===== src/rtl/demux14_stream.sv =====
// demux14_stream: registered 1-to-4 stream demultiplexer.
// S picks the destination channel (00->Y1, 01->Y2, 10->Y3, 11->Y4).
// Each channel holds one word behind a valid/ready handshake.
// Optional feature macro: DEMUX_BEAT_CNT_EN (accepted-beat counter on beat_cnt).
//
// Handshake rules:
//   Input side: a beat transfers on a rising edge where in_valid and in_ready are
//   both high. in_ready is combinational from S, the selected channel's valid
//   flag and its ready input. The producer must not derive in_valid from in_ready.
//   Output side: channel k transfers on a rising edge where Vk and Rk are both
//   high. Yk and Vk stay stable while Vk=1 and Rk=0.
module demux14_stream #(
  parameter int DATA_W = 8,
  parameter int CNT_W  = 16
) (
  input  logic              clk,
  input  logic              rst,
  input  logic [1:0]        S,
  input  logic [DATA_W-1:0] D,
  input  logic              in_valid,
  output logic              in_ready,
  output logic [DATA_W-1:0] Y1,
  output logic [DATA_W-1:0] Y2,
  output logic [DATA_W-1:0] Y3,
  output logic [DATA_W-1:0] Y4,
  output logic              V1,
  output logic              V2,
  output logic              V3,
  output logic              V4,
  input  logic              R1,
  input  logic              R2,
  input  logic              R3,
  input  logic              R4,
  output logic [CNT_W-1:0]  beat_cnt
);

  logic [3:0]        r_vec;
  logic [3:0]        sel_dec;
  logic [3:0]        load;
  logic              accept;
  logic [3:0]        v_q;
  logic [3:0]        v_d;
  logic [DATA_W-1:0] y_q [4];
  logic [DATA_W-1:0] y_d [4];

  assign r_vec   = {R4, R3, R2, R1};
  assign sel_dec = 4'b0001 << S;

  // Selected channel can take a beat when it is empty or draining this cycle.
  always_comb begin
    in_ready = ~rst & (~v_q[S] | r_vec[S]);
    accept   = in_valid & in_ready;
    load     = {4{accept}} & sel_dec;
  end

  // Per-channel next state: load wins over drain; data is never cleared on drain.
  always_comb begin
    for (int k = 0; k < 4; k++) begin
      v_d[k] = load[k] | (v_q[k] & ~r_vec[k]);
      y_d[k] = load[k] ? D : y_q[k];
    end
  end

  // Channel holding registers; reset discards any pending words.
  always_ff @(posedge clk or posedge rst) begin
    if (rst) begin
      v_q <= '0;
      for (int k = 0; k < 4; k++) begin
        y_q[k] <= '0;
      end
    end else begin
      v_q <= v_d;
      for (int k = 0; k < 4; k++) begin
        y_q[k] <= y_d[k];
      end
    end
  end

  assign Y1 = y_q[0];
  assign Y2 = y_q[1];
  assign Y3 = y_q[2];
  assign Y4 = y_q[3];
  assign V1 = v_q[0];
  assign V2 = v_q[1];
  assign V3 = v_q[2];
  assign V4 = v_q[3];

`ifdef DEMUX_BEAT_CNT_EN
  logic [CNT_W-1:0] cnt_q;
  logic [CNT_W-1:0] cnt_d;

  // Count accepted beats, wrapping naturally at 2^CNT_W.
  always_comb begin
    cnt_d = cnt_q;
    if (accept) begin
      cnt_d = cnt_q + CNT_W'(1);
    end
  end

  // Beat counter register.
  always_ff @(posedge clk or posedge rst) begin
    if (rst) begin
      cnt_q <= '0;
    end else begin
      cnt_q <= cnt_d;
    end
  end

  assign beat_cnt = cnt_q;
`else
  assign beat_cnt = '0;
`endif

endmodule


===== config.mk =====
export PLATFORM = sky130hd
export DESIGN_NAME = demux14_stream
export DESIGN_NICKNAME = d
export VERILOG_FILES = /design/src/rtl/demux14_stream.sv
export SDC_FILE = /design/constraint.sdc
export NUM_CORES = 1
export LEC_CHECK = 0
export CAP_MARGIN = 20
export CORE_MARGIN = 2
export CORE_UTILIZATION = 41
export CTS_CLUSTER_SIZE = 8
export DETAILED_ROUTE_END_ITERATION = 10
export GPL_TIMING_DRIVEN = 0
export PLACE_DENSITY = 0.81
export REMOVE_ABC_BUFFERS = 1
export SETUP_SLACK_MARGIN = 0.2
export SLEW_MARGIN = 20
export SYNTH_ARGS = -nofsm -noshare
export SYNTH_HDL_FRONTEND = slang
export SYNTH_SLANG_ARGS = --single-unit
export TNS_END_PERCENT = 1

===== constraint.sdc =====
create_clock -name clk -period 2.3 [get_ports clk]
set_input_delay 0.345 -clock clk [delete_from_list [all_inputs] [get_ports clk]]
set_output_delay 0.345 -clock clk [all_outputs]
set_load 0.1 [all_outputs]

==> impl_results.html <==
<table>
<tr><th>Metric</th><th>Value</th></tr>
<tr><th colspan="2">CTS</th></tr>
<tr><td>Hold Buf Count CTS</td><td>0</td></tr>
<tr><td>Total clock sinks</td><td>36</td></tr>
<tr><td>CTS H-tree depth</td><td>2</td></tr>
<tr><td>Worst-skew pair later-pin latency</td><td>0.28 ns</td></tr>
<tr><td>Number of buffers created by CTS</td><td>5</td></tr>
<tr><td>CTS tree</td><td>done</td></tr>
<tr><td>Root buffer cell</td><td>sky130_fd_sc_hd__clkbuf_8</td></tr>
<tr><td>Buffer levels on the longest clock path</td><td>2</td></tr>
<tr><td>Register clock-pin slew on the reported worst setup and hold paths</td><td>about 0.070 ns</td></tr>
<tr><th colspan="2">GRT</th></tr>
<tr><td>Maximum number of pins on one net before global-route repair</td><td>38</td></tr>
<tr><td>GR Layer Usage met3</td><td>0.07325</td></tr>
<tr><td>Number of antenna violations at the first check in global routing</td><td>0</td></tr>
<tr><td>Via count of the first global-routing pass</td><td>1,077</td></tr>
<tr><td>Total Routing Usage GR</td><td>0.1638</td></tr>
<tr><td>M2 GR Usage</td><td>0.2788</td></tr>
<tr><td>Layer carrying the most global-route usage</td><td>met2</td></tr>
<tr><td>Global-route congestion overflow total</td><td>0</td></tr>
<tr><td>GRT met1 Usage</td><td>0.1916</td></tr>
<tr><td>Wire length of the first global-routing pass</td><td>5.326 mm</td></tr>
<tr><th colspan="2">Worst setup path</th></tr>
<tr><td>Kind of start point of the critical path</td><td>register</td></tr>
<tr><td>CP required</td><td>1.96 ns</td></tr>
<tr><td>Buffers plus inverters on the worst setup path</td><td>1</td></tr>
<tr><td>Standard cell with the maximum stage delay on the critical path</td><td>sky130_fd_sc_hd__clkdlybuf4s50_1</td></tr>
<tr><td>Kind of critical path</td><td>register to output port</td></tr>
<tr><td>Largest fanout on the critical path</td><td>2</td></tr>
<tr><td>Family with the most delay on the worst path</td><td>buffers and inverters</td></tr>
<tr><td>Worst-path cell chain</td><td>clkdlybuf4s50_1</td></tr>
<tr><td>Worst Setup End Kind</td><td>output port</td></tr>
<tr><td>Peak per-stage delay on the critical path</td><td>1.16 ns</td></tr>
<tr><td>Reg2Reg Setup Slack</td><td>0.65 ns</td></tr>
<tr><td>CP Data Arrival Time</td><td>1.80 ns</td></tr>
<tr><th colspan="2">Run status</th></tr>
<tr><td>Outcome</td><td>finished, final reports clean</td></tr>
<tr><th colspan="2">Layout</th></tr>
<tr><td>Commonest non-fill, non-tap cell in the layout</td><td>sky130_fd_sc_hd__clkdlybuf4s50_1</td></tr>
<tr><td>Ant diodes</td><td>0</td></tr>
<tr><td>Commonest cells after routing, fill and taps aside</td><td>49 x sky130_fd_sc_hd__clkdlybuf4s50_1, 36 x sky130_fd_sc_hd__dfrtp_1, 32 x sky130_fd_sc_hd__mux2_2</td></tr>
<tr><td>Final non-filler cell area</td><td>0.002215 mm^2</td></tr>
<tr><td>Share of post-route cells with drive strength above 1</td><td>0.2771</td></tr>
<tr><td>Cell Count, Final, Fillers Out</td><td>214</td></tr>
<tr><td>Number of inserted filler cells in the final layout</td><td>305</td></tr>
<tr><td>Post-layout nets</td><td>roughly 180</td></tr>
<tr><td>Synth-to-layout area growth</td><td>38.93%</td></tr>
<tr><th colspan="2">Yosys</th></tr>
<tr><td>Syn. warnings</td><td>0</td></tr>
<tr><td>Synthesized instance count</td><td>109</td></tr>
<tr><td>Number of synthesized register bits</td><td>36</td></tr>
<tr><td>Sequential element share of the synthesized area</td><td>0.5651</td></tr>
<tr><td>Post-synth design cell area</td><td>0.001594 mm^2</td></tr>
<tr><td>Mean Syn Cell Area</td><td>approximately 15 um^2</td></tr>
<tr><td>Post-synthesis cell type count</td><td>21</td></tr>
<tr><th colspan="2">Power</th></tr>
<tr><td>Leakage power summed over all cells</td><td>0.0009766 uW</td></tr>
<tr><td>Power density over cell area</td><td>1289 mW/mm^2</td></tr>
<tr><td>Peak supply drop</td><td>between 800 and 900 uV</td></tr>
<tr><th colspan="2">STA</th></tr>
<tr><td>Remaining max-slew budget at the tightest pin</td><td>0.3341</td></tr>
<tr><td>Unrepaired setup endpoints after global routing</td><td>yes</td></tr>
<tr><td>Setup violation total in the final timing report</td><td>0</td></tr>
<tr><td>Period utilization</td><td>0.9322</td></tr>
<tr><td>Final Max Slew Viols</td><td>0</td></tr>
<tr><td>Worst-case clock skew</td><td>0.003225 ns</td></tr>
<tr><td>Achievable frequency</td><td>466.4 MHz</td></tr>
<tr><td>Total negative slack</td><td>0 ns</td></tr>
<tr><td>Final hold violation count</td><td>0</td></tr>
<tr><td>Transition time at the pin with the least slew margin</td><td>0.9958 ns</td></tr>
<tr><td>Final worst path period need</td><td>2.144 ns</td></tr>
<tr><th colspan="2">Routing</th></tr>
<tr><td>Average wire per cell in the routed design</td><td>around 15 um</td></tr>
<tr><td>Antenna-violating nets left</td><td>0</td></tr>
<tr><td>Via count</td><td>1,011</td></tr>
<tr><td>First-pass detailed-route iteration total</td><td>2</td></tr>
<tr><td>Post-detailed-routing wire length</td><td>3.314 mm</td></tr>
<tr><td>Via/cell ratio</td><td>4.724</td></tr>
<tr><td>Detailed Route Iter0 Violations</td><td>31</td></tr>
<tr><td>DRC</td><td>0</td></tr>
<tr><th colspan="2">Place</th></tr>
<tr><td>Global placer's final weighted congestion</td><td>0.7579</td></tr>
<tr><td>Port Buffers</td><td>53</td></tr>
<tr><td>DP Area</td><td>0.002093 mm^2</td></tr>
<tr><td>Count of placed standard cells including taps</td><td>206</td></tr>
<tr><td>Half-perimeter wire length after placement</td><td>2.339 mm</td></tr>
<tr><th colspan="2">Floorplan</th></tr>
<tr><td>Full die area</td><td>between 0.004 and 0.005 mm^2</td></tr>
<tr><td>Die boundary width</td><td>66.35 um</td></tr>
<tr><td>Core outline area</td><td>0.003689 mm^2</td></tr>
<tr><td>Vert. Die Dim</td><td>66.35 um</td></tr>
<tr><td>Top Ports</td><td>70</td></tr>
<tr><td>Site Rows</td><td>22</td></tr>
<tr><td>Initial core utilization</td><td>0.4322</td></tr>
<tr><th colspan="2">Hold path</th></tr>
<tr><td>Type of the most critical hold path</td><td>input port to asynchronous set/reset pin</td></tr>
<tr><th colspan="2">Run</th></tr>
<tr><td>Max-cap viol count</td><td>0</td></tr>
</table>
## per-stage QoR
| step | util | total power, uW | setup WS, ns | hold slack (ns) |
|---|---|---|---|---|
| finish | 0.6004 | 2854 | 0.1560 | 0.1122 |
| global route | 0.6004 | 2961 | 0.1138 | 0.1275 |
| CTS | 0.5957 | 2873 | 0.1446 | 0.5020 |
| detailed placement | 0.5675 | 2448 | -1.103 | 0.4969 |
| global placement | 0.5675 | 2424 | -1.489 | 0.4911 |
| floorplan | - | 2084 | -0.9823 | 0.4412 |
## registers in the layout, indices dropped and copies added (netlist names)
signal / cells
Y1: 8
Y2: 8
Y3: 8
Y4: 8
v_q: 4
## final timing paths
path	start	cells past startpoint	to
worst min register to register	Y1[5]$_DFFE_PP0P_	1	Y1[5]$_DFFE_PP0P_
worst max-delay path	Y3[5]$_DFFE_PP0P_	1	Y3[5]
max in group asynchronous	rst	2	Y2[4]$_DFFE_PP0P_
min in group clk	Y1[5]$_DFFE_PP0P_	1	Y1[5]$_DFFE_PP0P_
worst min-delay path	rst	2	Y4[5]$_DFFE_PP0P_
worst max register to register	v_q[0]$_DFF_PP0_	3	Y1[6]$_DFFE_PP0P_
## worst register-to-register path, delay by kind of cell (launching register included)
family	cells	cell delay, ns
AND/OR/NAND/NOR	2	0.75
multiplexers	1	0.42
flip-flops	1	0.37
## synthesized netlist by cell type
| cell type | number | area (um^2) |
|---|---|---|
| sky130_fd_sc_hd__dfrtp_1 | 36 | 900.9 |
| sky130_fd_sc_hd__mux2_2 | 32 | 360.4 |
| sky130_fd_sc_hd__buf_4 | 16 | 120.1 |
| sky130_fd_sc_hd__nand2b_1 | 4 | 25.02 |
| sky130_fd_sc_hd__nand2_1 | 3 | 11.26 |
| sky130_fd_sc_hd__buf_6 | 2 | 22.52 |
| sky130_fd_sc_hd__o21ai_0 | 2 | 10.01 |
| sky130_fd_sc_hd__a21oi_1 | 1 | 5.000 |
| sky130_fd_sc_hd__and2b_1 | 1 | 7.510 |
| sky130_fd_sc_hd__and4b_1 | 1 | 10.01 |
| sky130_fd_sc_hd__buf_2 | 1 | 5.000 |
| sky130_fd_sc_hd__conb_1 | 1 | 3.750 |
| sky130_fd_sc_hd__inv_1 | 1 | 3.750 |
| sky130_fd_sc_hd__mux2i_1 | 1 | 10.01 |
| sky130_fd_sc_hd__nand2b_4 | 1 | 13.76 |
| sky130_fd_sc_hd__nand4b_2 | 1 | 15.01 |
| sky130_fd_sc_hd__nand4bb_1 | 1 | 11.26 |
| sky130_fd_sc_hd__nor3b_4 | 1 | 18.77 |
| sky130_fd_sc_hd__nor4b_4 | 1 | 23.77 |
| sky130_fd_sc_hd__o311ai_0 | 1 | 8.760 |
| sky130_fd_sc_hd__o31ai_1 | 1 | 7.510 |
## cell families (layout without fill, tap and decap cells)
logic type      after synthesis  in the layout  share of synthesized area
simple gates                 14             14                    0.08555
compound gates                5              5                    0.01962
buf+inv                      20             62                    0.09497
mux                          33             33                     0.2323
flops                        36             36                     0.5651
other cells                   1             16                   0.002353
## power breakdown
part | leakage [uW] | internal (uW) | switching, uW
clock | 0.0000400 | 205 | 209
sequential | 0.000438 | 765 | 70.2
combinational | 0.000498 | 351 | 1250
total | 0.000977 | 1320 | 1530
## cell type report
class / count / area, um^2 / share of cell area
Timing Repair Buffer: 53 / 535.5 / 0.2418
Timing Repair inverter: 1 / 8.758 / 0.003955
Multi-Input combinational cell: 68 / 598.1 / 0.2701
Clock buffer: 5 / 68.82 / 0.03107
Sequential cell: 36 / 900.9 / 0.4068
Inverter: 1 / 30.03 / 0.01356
Clock inverter: 2 / 12.51 / 0.005650
Tap cell: 48 / 60.06 / 0.02712
## metal layers
layer / up-vias / wire [um] / part of all wire
met5: - / 0 / 0
met3: 0 / 300 / 0.091
li1: 461 / - / -
met4: 0 / 0 / 0
met1: 502 / 1363 / 0.41
met2: 48 / 1650 / 0.50
## what timing repair did
action / CTS / global route
setup endpoints to repair: 37 / 36
cloned: 0 / 1
setup buffers: 0 / 0
resized for setup: 11 / 3
pin swaps: 0 / 0
Note: power is estimated with default switching activity, not from simulation.
